**config.mk**
```make
export PLATFORM = sky130hd
export DESIGN_NAME = ctrl_seq
export DESIGN_NICKNAME = d
export VERILOG_FILES = /design/src/rtl/ctrl_seq.sv
export SDC_FILE = /design/constraint.sdc
export NUM_CORES = 1
export LEC_CHECK = 0
export BUFFER_PORTS_ARGS = -buffer_cell sky130_fd_sc_hd__buf_2
export CAP_MARGIN = 20
export CORE_ASPECT_RATIO = 1.75
export CORE_MARGIN = 10
export CORE_UTILIZATION = 50
export CTS_CLUSTER_DIAMETER = 30
export DETAILED_ROUTE_END_ITERATION = 10
export PLACE_DENSITY_LB_ADDON = 0.25
export SKIP_LAST_GASP = 1
export SLEW_MARGIN = 20
export SYNTH_ARGS = -nofsm -noshare
export SYNTH_HDL_FRONTEND = slang
export SYNTH_SLANG_ARGS = --single-unit
```
**constraint.sdc**
```tcl
create_clock -name clk -period 3.6 [get_ports clk]
set_input_delay 0.36 -clock clk [delete_from_list [all_inputs] [get_ports clk]]
set_output_delay 0.36 -clock clk [all_outputs]
set_load 0.005 [all_outputs]
```
**src/rtl/ctrl_seq.sv**
```systemverilog
// ctrl_seq: sequences one instruction through READ -> EXEC -> WRITE -> DONE,
// skipping disabled phases; each phase is a one-cycle strobe.
// Ports: clk, rst_n (async, active-low); instr/instr_valid/instr_ready
// handshake; data_bus, addr1, opcode, flag_register registered fields;
// read, opcode_enable, write phase strobes; busy, done status.
// Option: define CTRL_SEQ_PREFETCH_EN for a one-entry prefetch buffer.
module ctrl_seq #(
  parameter int DW  = 16,
  parameter int AW  = 5,
  parameter int OPW = 4,
  parameter int FW  = 4,
  localparam int IW = DW + AW + 3 + OPW + FW
) (
  input  logic           clk,
  input  logic           rst_n,
  input  logic [IW-1:0]  instr,
  input  logic           instr_valid,
  output logic           instr_ready,
  output logic [DW-1:0]  data_bus,
  output logic [AW-1:0]  addr1,
  output logic [OPW-1:0] opcode,
  output logic [FW-1:0]  flag_register,
  output logic           read,
  output logic           opcode_enable,
  output logic           write,
  output logic           busy,
  output logic           done
);

  // bit position of e; w and r sit directly above it
  localparam int EB = FW + OPW;

  typedef enum logic [2:0] {
    S_IDLE  = 3'd0,
    S_READ  = 3'd1,
    S_EXEC  = 3'd2,
    S_WRITE = 3'd3,
    S_DONE  = 3'd4
  } st_t;

  st_t r_state;
  st_t w_next;

  logic [DW-1:0]  r_data;
  logic [AW-1:0]  r_addr;
  logic [OPW-1:0] r_op;
  logic [FW-1:0]  r_flag;
  logic           r_w;
  logic           r_e;

  logic           w_xfer;
  logic           w_load_new;
  logic           w_load_buf;
  logic           w_ready;
  logic [IW-1:0]  w_src;

  function automatic st_t first_st(logic r, logic w, logic e);
    st_t s;
    if (r)      s = S_READ;
    else if (e) s = S_EXEC;
    else if (w) s = S_WRITE;
    else        s = S_DONE;
    return s;
  endfunction

  assign w_xfer = instr_valid & w_ready;

`ifdef CTRL_SEQ_PREFETCH_EN
  logic [IW-1:0] r_buf;
  logic          r_buf_vld;
  logic          w_fill;

  // A word taken in DONE with an empty buffer goes straight to the
  // field registers, so the buffer is never left full on entry to IDLE.
  assign w_ready    = (r_state == S_IDLE) | ~r_buf_vld;
  assign w_load_buf = (r_state == S_DONE) & r_buf_vld;
  assign w_load_new = w_xfer &
                      ((r_state == S_IDLE) |
                       ((r_state == S_DONE) & ~r_buf_vld));
  assign w_fill     = w_xfer & ~w_load_new;
  assign w_src      = w_load_buf ? r_buf : instr;

  always_ff @(posedge clk or negedge rst_n) begin
    if (!rst_n) begin
      r_buf     <= '0;
      r_buf_vld <= 1'b0;
    end else if (w_fill) begin
      r_buf     <= instr;
      r_buf_vld <= 1'b1;
    end else if (w_load_buf) begin
      r_buf_vld <= 1'b0;
    end
  end
`else
  assign w_ready    = (r_state == S_IDLE);
  assign w_load_buf = 1'b0;
  assign w_load_new = w_xfer;
  assign w_src      = instr;
`endif

  // state register
  always_ff @(posedge clk or negedge rst_n) begin
    if (!rst_n) r_state <= S_IDLE;
    else        r_state <= w_next;
  end

  // field registers load only when a new instruction starts
  always_ff @(posedge clk or negedge rst_n) begin
    if (!rst_n) begin
      r_data <= '0;
      r_addr <= '0;
      r_op   <= '0;
      r_flag <= '0;
      r_w    <= 1'b0;
      r_e    <= 1'b0;
    end else if (w_load_new | w_load_buf) begin
      r_data <= w_src[IW-1 -: DW];
      r_addr <= w_src[EB+3 +: AW];
      r_w    <= w_src[EB+1];
      r_e    <= w_src[EB];
      r_op   <= w_src[FW +: OPW];
      r_flag <= w_src[FW-1:0];
    end
  end

  // next-state logic
  always_comb begin
    w_next = r_state;
    case (r_state)
      S_IDLE: begin
        if (w_load_new)
          w_next = first_st(w_src[EB+2], w_src[EB+1], w_src[EB]);
      end
      S_READ: begin
        if (r_e)      w_next = S_EXEC;
        else if (r_w) w_next = S_WRITE;
        else          w_next = S_DONE;
      end
      S_EXEC: begin
        if (r_w) w_next = S_WRITE;
        else     w_next = S_DONE;
      end
      S_WRITE: w_next = S_DONE;
      S_DONE: begin
        if (w_load_new | w_load_buf)
          w_next = first_st(w_src[EB+2], w_src[EB+1], w_src[EB]);
        else
          w_next = S_IDLE;
      end
      default: w_next = S_IDLE;
    endcase
  end

  // outputs
  always_comb begin
    instr_ready   = w_ready;
    read          = (r_state == S_READ);
    opcode_enable = (r_state == S_EXEC);
    write         = (r_state == S_WRITE);
    done          = (r_state == S_DONE);
    busy          = (r_state != S_IDLE);
    data_bus      = r_data;
    addr1         = r_addr;
    opcode        = r_op;
    flag_register = r_flag;
  end

endmodule

```
==> impl_metrics.py, run 1 <==
metrics = {
    "global_route": {
        "grt_overflow": 0,
        "grt_max_degree": 35,
        "antenna_found_initial": 0,
        "gr-usage-all-layers": 0.124,
        "grt_pass1_vias": 1196,
        "grt_pass1_wl_um": 5870,
    },
    "cells_and_area": {
        "stdcell_count": 211,
        "area_delta_synth_final_pct": 25.2,
        "drive_above_1_share": 0.661,
        "final_net_count": 202,
        "final_core_util": 0.639,
        "fillers": 262,
        "antenna_cells": 0,
        "seq_area_um2": 851,
        "multi_input_area_um2": 639,
    },
    "timing": {
        "skew_ns": 0.00747,
        "fin_tns_setup_ns": 0,
        "final_hold_viol_count": 0,
        "max_freq_mhz": 501,
        "rsz0062_at_grt": "no",
        "setup_viol": 0,
        "finalCritPeriodShare": 0.554,
        "worst_pin_slew_ns": 0.727,
        "drv_slew": 0,
        "finalWorstSetupSlack_ns": 1.61,
        "fin_crit_ns": 1.99,
        "maxSlewHeadroom": 0.515,
    },
    "synth": {
        "ys_seq_elements": 34,
        "netlist_instances": 97,
        "syn_area_per_cell_um2": 16.4,
        "syn_nets": 132,
        "synthesis.area_um2": 1590,
        "yosysSeqAreaShare": 0.536,
        "ys_warn_count": 0,
        "ys_types": 24,
    },
    "worst_setup_path": {
        "cpPeakStageDelay_ns": 0.50,
        "critPathMaxFanout": 31,
        "crit-reg2reg-launch": "r_state[1]",
        "crit_chain": "or3_4, clkinv_2, and2_4, mux2_2",
        "worstSetupPathType": "reg2reg",
        "startpoint": "r_state[1]",
        "worstSetupStartpointType": "flop",
        "cpMaxStageDelayCell": "and2_4",
        "worstPathArrival_ns": 2.15,
        "endpoint_kind": "flop",
        "cp.required_ns": 3.76,
        "rrSetupSlack_ns": 1.61,
    },
    "power_and_ir_drop": {
        "swShare": 0.305,
        "power_frac_clock": 0.160,
        "p_seq_frac": 0.396,
        "ir_drop_v": 0.000653,
        "finalPower_uw": 1760,
        "p_comb_frac": 0.444,
        "p_leak_uw": 0.00103,
        "p_int_uw": 1220,
        "pwr_density_cell_nw_per_um2": 888,
        "p_sw_uw": 539,
    },
    "place": {
        "dp_cells": 203,
        "hpwl_um": 2740,
        "port_buffers": 69,
        "gp_congestion": 0.781,
        "pre_cts_slack_ns": 1.60,
    },
    "detailed_routing": {
        "post_drt_via_cell_ratio": 4.75,
        "totalWireLength_um": 3590,
        "wire_per_inst_um": 17.0,
        "antenna_left": 0,
        "route.met2.wl_um": 1790,
        "drc": 0,
        "routed.top_layer": "met4",
        "vias": 1003,
        "route.met3.wl_um": 261,
        "wl_met1_um": 1480,
        "initialDrtViolationCount": 12,
        "dr.pass1.iters": 2,
    },
    "cts": {
        "cts_htree_levels": 2,
        "clock_tree.buffer_depth": 2,
        "post-cts-setup-buffer-count": 0,
        "numCtsBuffers": 5,
        "clk_pin_slew_worst_paths_ns": 0.07,
        "cts_tree": "done",
        "cts_resized": 0,
        "clkLatencyLatePin_ns": 0.28,
        "cts.sinks": 34,
        "clockRootBuffer": "clkbuf_8",
        "postCtsHoldBufs": 0,
    },
    "die": {
        "num_io_pins": 70,
        "dieWidth_um": 62.6,
        "core_um2": 3110,
        "rows": 27,
        "start_util": 0.510,
        "dieArea_um2": 5910,
        "die_h_um": 94.5,
    },
    "min_path": {
        "hp-class": "in2async",
    },
    "flow_run": {
        "drv_cap": 0,
    },
    "outcome": {
        "status": "finished, final reports clean",
    },
}
## power groups by stage
stage / clock, uW / sequential (uW) / combinational, uW
CTS: 292 / 700 / 802
global route: 310 / 729 / 852
finish: 283 / 698 / 782
detailed placement: 0 / 703 / 793
floorplan: 0 / 696 / 562
global placement: 0 / 692 / 776
## critical path: cells and delay by family (launching register included)
kind / cells / cell delay, ns
buffers and inverters: 1 / 0.07
DFF: 1 / 0.46
muxes: 1 / 0.40
and+or+nand+nor: 2 / 0.95
## layout make-up
class	count	area share
clock inverter	1	0.00252
inverter	1	0.00252
multi-input combinational	56	0.322
clock buffer	7	0.0435
timing repair buffer	69	0.174
tap	43	0.0271
sequential	34	0.428
## worst paths after layout
kind                                    end  cells past startpoint
hold / removal                 data_bus[12]                      1
max in group asynchronous       data_bus[2]                      1
min in group clk           flag_register[0]                      2
setup reg to reg                data_bus[2]                      4
setup / recovery                data_bus[2]                      4
hold reg to reg                    addr1[2]                      1
## sequential cells by signal, indices dropped and copies added (netlist names)
name	cells
data_bus	16
addr1	5
flag_register	4
opcode	4
r_state	3
r_e	1
r_w	1
## per-stage QoR
stage / instance area, um2 / hold slack [ns]
detailed placement: 1890 / 0.469
CTS: 1990 / 0.163
finish: 1990 / 0.140
global route: 1990 / 0.190
floorplan: 1590 / 0.0644
global placement: 1890 / 0.452
## placed cells by master, fill, tap and decap left out, drive strengths merged
master / n
nor3b: 2
dfrtp: 34
nor2b: 1
buf: 69
and2: 3
mux2i: 2
nand2b: 2
a21boi: 1
clkbuf: 7
and3b: 1
a2bb2oi: 1
o32ai: 1
nand3b: 1
o21ai: 2
nor4: 1
o21a: 1
or3: 1
mux2: 32
nor2: 4
clkinv: 2
## Yosys cell counts
library cell | instances | area, um2
a2bb2oi_1 | 1 | 8.76
nor2_1 | 4 | 15.0
nor2b_1 | 1 | 6.26
mux2_4 | 30 | 450
mux2_2 | 2 | 22.5
dfrtp_1 | 34 | 851
buf_8 | 1 | 15.0
o21a_1 | 1 | 7.51
buf_12 | 3 | 60.1
buf_2 | 1 | 5.00
nor4_1 | 1 | 6.26
nor3b_1 | 2 | 15.0
or3_4 | 1 | 11.3
and2_4 | 1 | 8.76
a21boi_0 | 1 | 7.51
o21ai_0 | 2 | 10.0
buf_6 | 1 | 11.3
nand3b_1 | 1 | 7.51
nand2b_1 | 2 | 12.5
o32ai_1 | 1 | 8.76
and3b_1 | 1 | 8.76
mux2i_1 | 2 | 20.0
and2_1 | 2 | 12.5
clkinv_2 | 1 | 5.00
## kinds of logic (layout without fill, tap and decap cells)
family / count (synthesis) / count (layout) / share of synthesized area
and+or+nand+nor: 16 / 16 / 0.0655
buffers and inverters: 7 / 78 / 0.0607
AOI/OAI and AO/OA: 6 / 6 / 0.0268
DFF: 34 / 34 / 0.536
muxes: 34 / 34 / 0.311
## routing by layer
metal,GRT usage,vias to the layer above
li1,-,477
met1,0.138,473
met2,0.203,47
met3,0.0521,6
met4,0.0562,0
met5,0,-
No activity file was read; power rests on OpenSTA's default activity.
==> run 2, diff against run 1 <==
- ABC_AREA: default -> 1
- CORE_UTILIZATION: 50 -> 41
- clock period: 3.6 -> 1.6 ns (I/O delays scaled with it)
==> run 2 against run 1 <==
Area after synthesis is 5.4% lower. First-iteration DRC count increased to 4.4 times the previous value. Via count increased by 38%. Setup slack worse by 1.5 ns. Non-clock buffer count rose by 7. Sequential cell count unchanged. Synthesized cell count grew 84%. Utilization shrank 9.0 points. Combinational power is 100% higher.
==> impl_metrics.py, run 2 <==
metrics = {
    "cts": {
        "numCtsBuffers": 5,
        "clk_pin_slew_worst_paths_ns": 0.06,
        "clock_tree.buffer_depth": 2,
        "clockRootBuffer": "clkbuf_8",
        "cts.sinks": 34,
        "cts_htree_levels": 2,
        "cts_tree": "done",
        "clkLatencyLatePin_ns": 0.28,
    },
    "flow_run": {
        "drv_cap": 0,
    },
    "cells_and_area": {
        "antenna_cells": 0,
        "area_delta_synth_final_pct": 31.4,
        "final_net_count": 287,
        "largest_reg_flops": 16,
        "drive_above_1_share": 0.347,
        "stdcell_count": 297,
        "fillers": 372,
        "mostFrequentLayoutCells": "nand2_1, buf_2, nand3_1",
    },
    "global_route": {
        "grt_max_degree": 35,
        "busiest_layer": "met2",
        "grt_pass1_wl_um": 6660,
        "use_met2": 0.202,
        "gr-usage-all-layers": 0.127,
        "met1_usage": 0.136,
        "grt_use_met3": 0.0613,
        "grt_pass1_vias": 1431,
        "antenna_found_initial": 0,
        "grt_overflow": 0,
    },
    "worst_setup_path": {
        "cpMaxStageDelayCell": "dfrtp_1",
        "path_buf_inv": 3,
        "worstSetupPathType": "reg2out",
        "rrSetupSlack_ns": 0.20,
        "worstSetupStartpointType": "flop",
        "cp.depth": 5,
        "rr_worst_depth": 7,
        "crit_family": "buffers and inverters",
        "cp.required_ns": 1.44,
        "critPathMaxFanout": 9,
        "crit_chain": "inv_2, nand2_2, nor2_4, buf_4, buf_2",
        "cpPeakStageDelay_ns": 0.39,
        "worstPathArrival_ns": 1.29,
        "endpoint_kind": "primary output",
    },
    "synth": {
        "ys_async_sr_fraction": 1.00,
        "ys_warn_count": 0,
        "yosys-top-cells-area": "dfrtp_1, nand2_1, nand3_1",
        "synth_top_cell_by_area": "dfrtp_1",
        "ys_types": 16,
        "synthTopCellsByCount": "nand2_1, nand3_1, dfrtp_1",
        "synthesis.area_um2": 1500,
        "synth_edf_count": 0,
        "syn_nets": 213,
        "netlist_instances": 178,
        "synth.top_cell.area_share": 0.567,
        "ys_seq_elements": 34,
        "synth_ff_type": "dfrtp_1",
        "syn_area_per_cell_um2": 8.43,
        "yosysSeqAreaShare": 0.567,
        "yosysMostFrequentCell": "nand2_1",
    },
    "timing": {
        "final_hold_viol_count": 0,
        "finalCritPeriodShare": 0.907,
        "fin_crit_ns": 1.45,
        "setup_viol": 0,
        "maxSlewHeadroom": 0.724,
        "drv_slew": 0,
        "fin_tns_setup_ns": 0,
        "finalWorstSetupSlack_ns": 0.149,
        "rsz0062_at_grt": "no",
        "fin_hold_ws_ns": 0.103,
        "skew_ns": 0.00312,
        "worst_pin_slew_ns": 0.414,
        "max_freq_mhz": 689,
    },
    "power_and_ir_drop": {
        "p_leak_uw": 0.00117,
        "ir_drop_v": 0.00110,
        "p_comb_frac": 0.426,
        "p_seq_frac": 0.407,
        "power_frac_clock": 0.167,
        "swShare": 0.385,
        "finalPower_uw": 3680,
        "p_sw_uw": 1420,
        "pwr_density_cell_nw_per_um2": 1870,
        "p_int_uw": 2260,
    },
    "detailed_routing": {
        "vias": 1382,
        "drc": 0,
        "wire_per_inst_um": 13.5,
        "dr.pass1.iters": 4,
        "antenna_left": 0,
        "initialDrtViolationCount": 53,
        "totalWireLength_um": 4020,
        "post_drt_via_cell_ratio": 4.65,
    },
    "place": {
        "hpwl_um": 3070,
        "gp_congestion": 0.791,
        "dp_cells": 288,
        "port_buffers": 69,
        "pre_cts_slack_ns": 0.165,
    },
    "die": {
        "die_h_um": 100,
        "num_io_pins": 70,
        "dieWidth_um": 65.7,
        "dieArea_um2": 6570,
        "start_util": 0.418,
        "core_um2": 3590,
        "rows": 29,
    },
    "min_path": {
        "hp-class": "in2reg",
        "holdPathStages": 3,
    },
    "outcome": {
        "status": "finished, final reports clean",
    },
}
run 2: final timing paths:
kind                            start                to
setup / recovery           r_state[1]       instr_ready
setup reg to reg           r_state[1]               r_w
hold reg to reg             opcode[0]         opcode[0]
hold / removal               instr[3]  flag_register[3]
max in group asynchronous       rst_n          addr1[1]
min in group asynchronous       rst_n       data_bus[3]
run 2: cell type report:
class | count | area, um2 | area share
sequential | 34 | 851 | 0.431
multi-input combinational | 125 | 543 | 0.275
clock buffer | 6 | 82.6 | 0.0419
inverter | 10 | 37.5 | 0.0190
timing repair buffer | 76 | 400 | 0.203
tap | 46 | 57.6 | 0.0292
run 2: timing repair:
item                                    in CTS  in global routing
hold buffers                                 1                  0
hold endpoints to repair                    34                  0
setup buffers                                2                  0
resized for setup                            0                  0
endpoints found under the setup margin       1                  0
run 2: power by group through the flow:
stage	sequential, uW	clock (uW)	combinational, uW
3_5_place_dp	1510	0	1560
4_1_cts	1510	634	1610
3_3_place_gp	1510	0	1520
2_1_floorplan	1520	0	908
5_1_grt	1550	664	1810
6_report	1500	614	1570
run 2: worst reg2reg max path: cells and delay by family (launching register included):
| kind | cells | cell delay (ns) |
|---|---|---|
| flops | 1 | 0.39 |
| simple gates | 4 | 0.57 |
| buf+inv | 2 | 0.27 |
| compound gates | 1 | 0.06 |
run 2: per-stage QoR:
stage / utilization / instance area (um2)
final: 0.549 / 1970
after global routing: 0.549 / 1970
after CTS: 0.549 / 1970
after detailed placement: 0.519 / 1860
after global placement: 0.519 / 1860
after floorplan: - / 1500
run 2: kinds of logic after synthesis:
family                 synth area share
DFF                               0.567
buffers and inverters            0.0709
and+or+nand+nor                   0.349
AOI/OAI and AO/OA                0.0125
run 2: routing by layer:
metal	vias up	part of all wire	routed length [um]
met1	622	0.39	1590
met2	44	0.49	1980
met3	10	0.089	359
li1	706	-	-
met4	0	0.021	86
met5	-	0	0
==> run 3, diff against run 2 <==
- CORE_ASPECT_RATIO: 1.75 -> 2
==> run 3 against run 2 <==
Register-to-register slack gained 0.13 ns. Critical path type unchanged. Utilization grew 0.23 points. Largest cell class unchanged. Largest power group unchanged. Critical path depth is the same. Sequential cell count is the same. Combinational power shrank 3%. Fmax shrank 2.6%. Setup slack lost 0.039 ns. Sequential power is essentially flat. Non-clock buffer count shrank 2.
==> impl_metrics.py, run 3 (same netlist as run 2, synthesis figures left out) <==
metrics = {
    "outcome": {
        "status": "finished, final reports clean",
    },
    "cells_and_area": {
        "antenna_cells": 0,
        "stdcell_count": 299,
        "final_core_util": 0.551,
        "area_delta_synth_final_pct": 31.1,
        "mostFrequentLayoutCells": "nand2_1, buf_2, nand3_1",
        "drive_above_1_share": 0.336,
        "final_net_count": 285,
        "fillers": 376,
        "largest_reg_flops": 16,
    },
    "cts": {
        "cts_tree": "done",
        "cts.sinks": 34,
        "cts_resized": 0,
        "clock_tree.buffer_depth": 2,
        "clockRootBuffer": "clkbuf_8",
        "numCtsBuffers": 5,
        "clk_pin_slew_worst_paths_ns": 0.06,
        "cts_htree_levels": 2,
        "clkLatencyLatePin_ns": 0.28,
        "post-cts-setup-buffer-count": 0,
    },
    "die": {
        "dieWidth_um": 62.8,
        "dieArea_um2": 6630,
        "rows": 31,
        "start_util": 0.420,
        "num_io_pins": 70,
        "core_um2": 3570,
        "die_h_um": 106,
    },
    "detailed_routing": {
        "post_drt_via_cell_ratio": 4.76,
        "initialDrtViolationCount": 35,
        "dr.pass1.iters": 5,
        "wire_per_inst_um": 14.0,
        "vias": 1424,
        "totalWireLength_um": 4180,
        "drc": 0,
        "antenna_left": 0,
    },
    "global_route": {
        "gr-usage-all-layers": 0.131,
        "grt_overflow": 0,
        "grt_use_met3": 0.0541,
        "grt_pass1_vias": 1543,
        "busiest_layer": "met2",
        "grt_max_degree": 35,
        "grt_pass1_wl_um": 7060,
        "use_met2": 0.220,
        "antenna_found_initial": 0,
        "met1_usage": 0.132,
    },
    "min_path": {
        "hp-class": "in2reg",
        "holdPathEnd": "flag_register[1]",
        "holdPathStages": 3,
        "min_from": "instr[1]",
    },
    "power_and_ir_drop": {
        "pwr_density_cell_nw_per_um2": 1840,
        "p_leak_uw": 0.00116,
        "ir_drop_v": 0.00113,
    },
    "worst_setup_path": {
        "crit-reg2reg-launch": "r_state[1]",
        "path_buf_inv": 3,
        "rr_worst_depth": 6,
        "rrSetupSlack_ns": 0.33,
        "r2r_end": "r_w",
        "cpPeakStageDelay_ns": 0.39,
        "startpoint": "r_state[1]",
        "worstSetupStartpointType": "flop",
        "crit_chain": "inv_2, nand2_2, nor2_4, buf_4, buf_2",
        "worstPathArrival_ns": 1.33,
        "endpoint_kind": "primary output",
        "worstSetupPathType": "reg2out",
        "cp.required_ns": 1.44,
        "crit_family": "buffers and inverters",
        "critPathMaxFanout": 10,
        "cpMaxStageDelayCell": "dfrtp_1",
    },
    "timing": {
        "rsz0062_at_grt": "no",
        "fin_crit_ns": 1.49,
        "max_freq_mhz": 671,
        "finalCritPeriodShare": 0.932,
        "final_hold_viol_count": 0,
        "skew_ns": 0.00494,
        "worst_pin_slew_ns": 0.359,
        "fin_tns_setup_ns": 0,
        "setup_viol": 0,
        "maxSlewHeadroom": 0.761,
        "drv_slew": 0,
    },
    "flow_run": {
        "drv_cap": 0,
    },
    "place": {
        "hpwl_um": 3220,
        "dp_cells": 291,
        "gp_congestion": 0.780,
        "port_buffers": 69,
    },
}
-- run 3: worst max-delay path by stage --
stage | to | slack [ns] | depth (start not counted)
5_1_grt | instr_ready | 0.03 | 5
4_1_cts | instr_ready | 0.11 | 5
6_report | instr_ready | 0.11 | 5
3_3_place_gp | r_w | 0.37 | 6
2_1_floorplan | data_bus[10] | 0.49 | 7
3_5_place_dp | r_w | 0.33 | 6
-- run 3: timing repair --
item | CTS | global route
endpoints found under the hold margin | 34 | 0
endpoints found under the setup margin | 0 | 0
hold buffers | 1 | 0
-- run 3: tightest hold or removal path, stage by stage --
cell	delay [ns]
buf_2	0.07
nand3_1	0.06
nand2_1	0.06
-- run 3: where the power goes --
group / switching, uW / internal (uW)
Sequential: 236 / 1260
Clock: 283 / 299
Combinational: 903 / 631
-- run 3: final cells by class --
class	instances	area (um2)	share of cell area
flip-flops and latches	34	851	0.433
clock buffers	7	76.3	0.0388
repair buffers	74	398	0.202
inverters	10	37.5	0.0191
well taps	49	61.3	0.0312
multi-input cells	125	543	0.276
-- run 3: per-stage QoR --
| stage | area (um2) | setup WS [ns] | total power, uW | hold WS, ns |
|---|---|---|---|---|
| floorplan | 1500 | 0.492 | 2430 | -0.136 |
| global placement | 1880 | 0.372 | 3050 | 0.132 |
| detailed placement | 1880 | 0.334 | 3090 | 0.129 |
| CTS | 1970 | 0.106 | 3670 | 0.105 |
| global route | 1970 | 0.0328 | 3970 | 0.117 |
| finish | 1970 | 0.109 | 3620 | 0.110 |
-- run 3: layer usage --
metal / part of all wire / wire [um] / vias up
met5: 0 / 0 / -
met4: 0.034 / 141 / 0
met3: 0.085 / 356 / 12
met2: 0.52 / 2160 / 55
met1: 0.36 / 1520 / 653
li1: - / - / 704
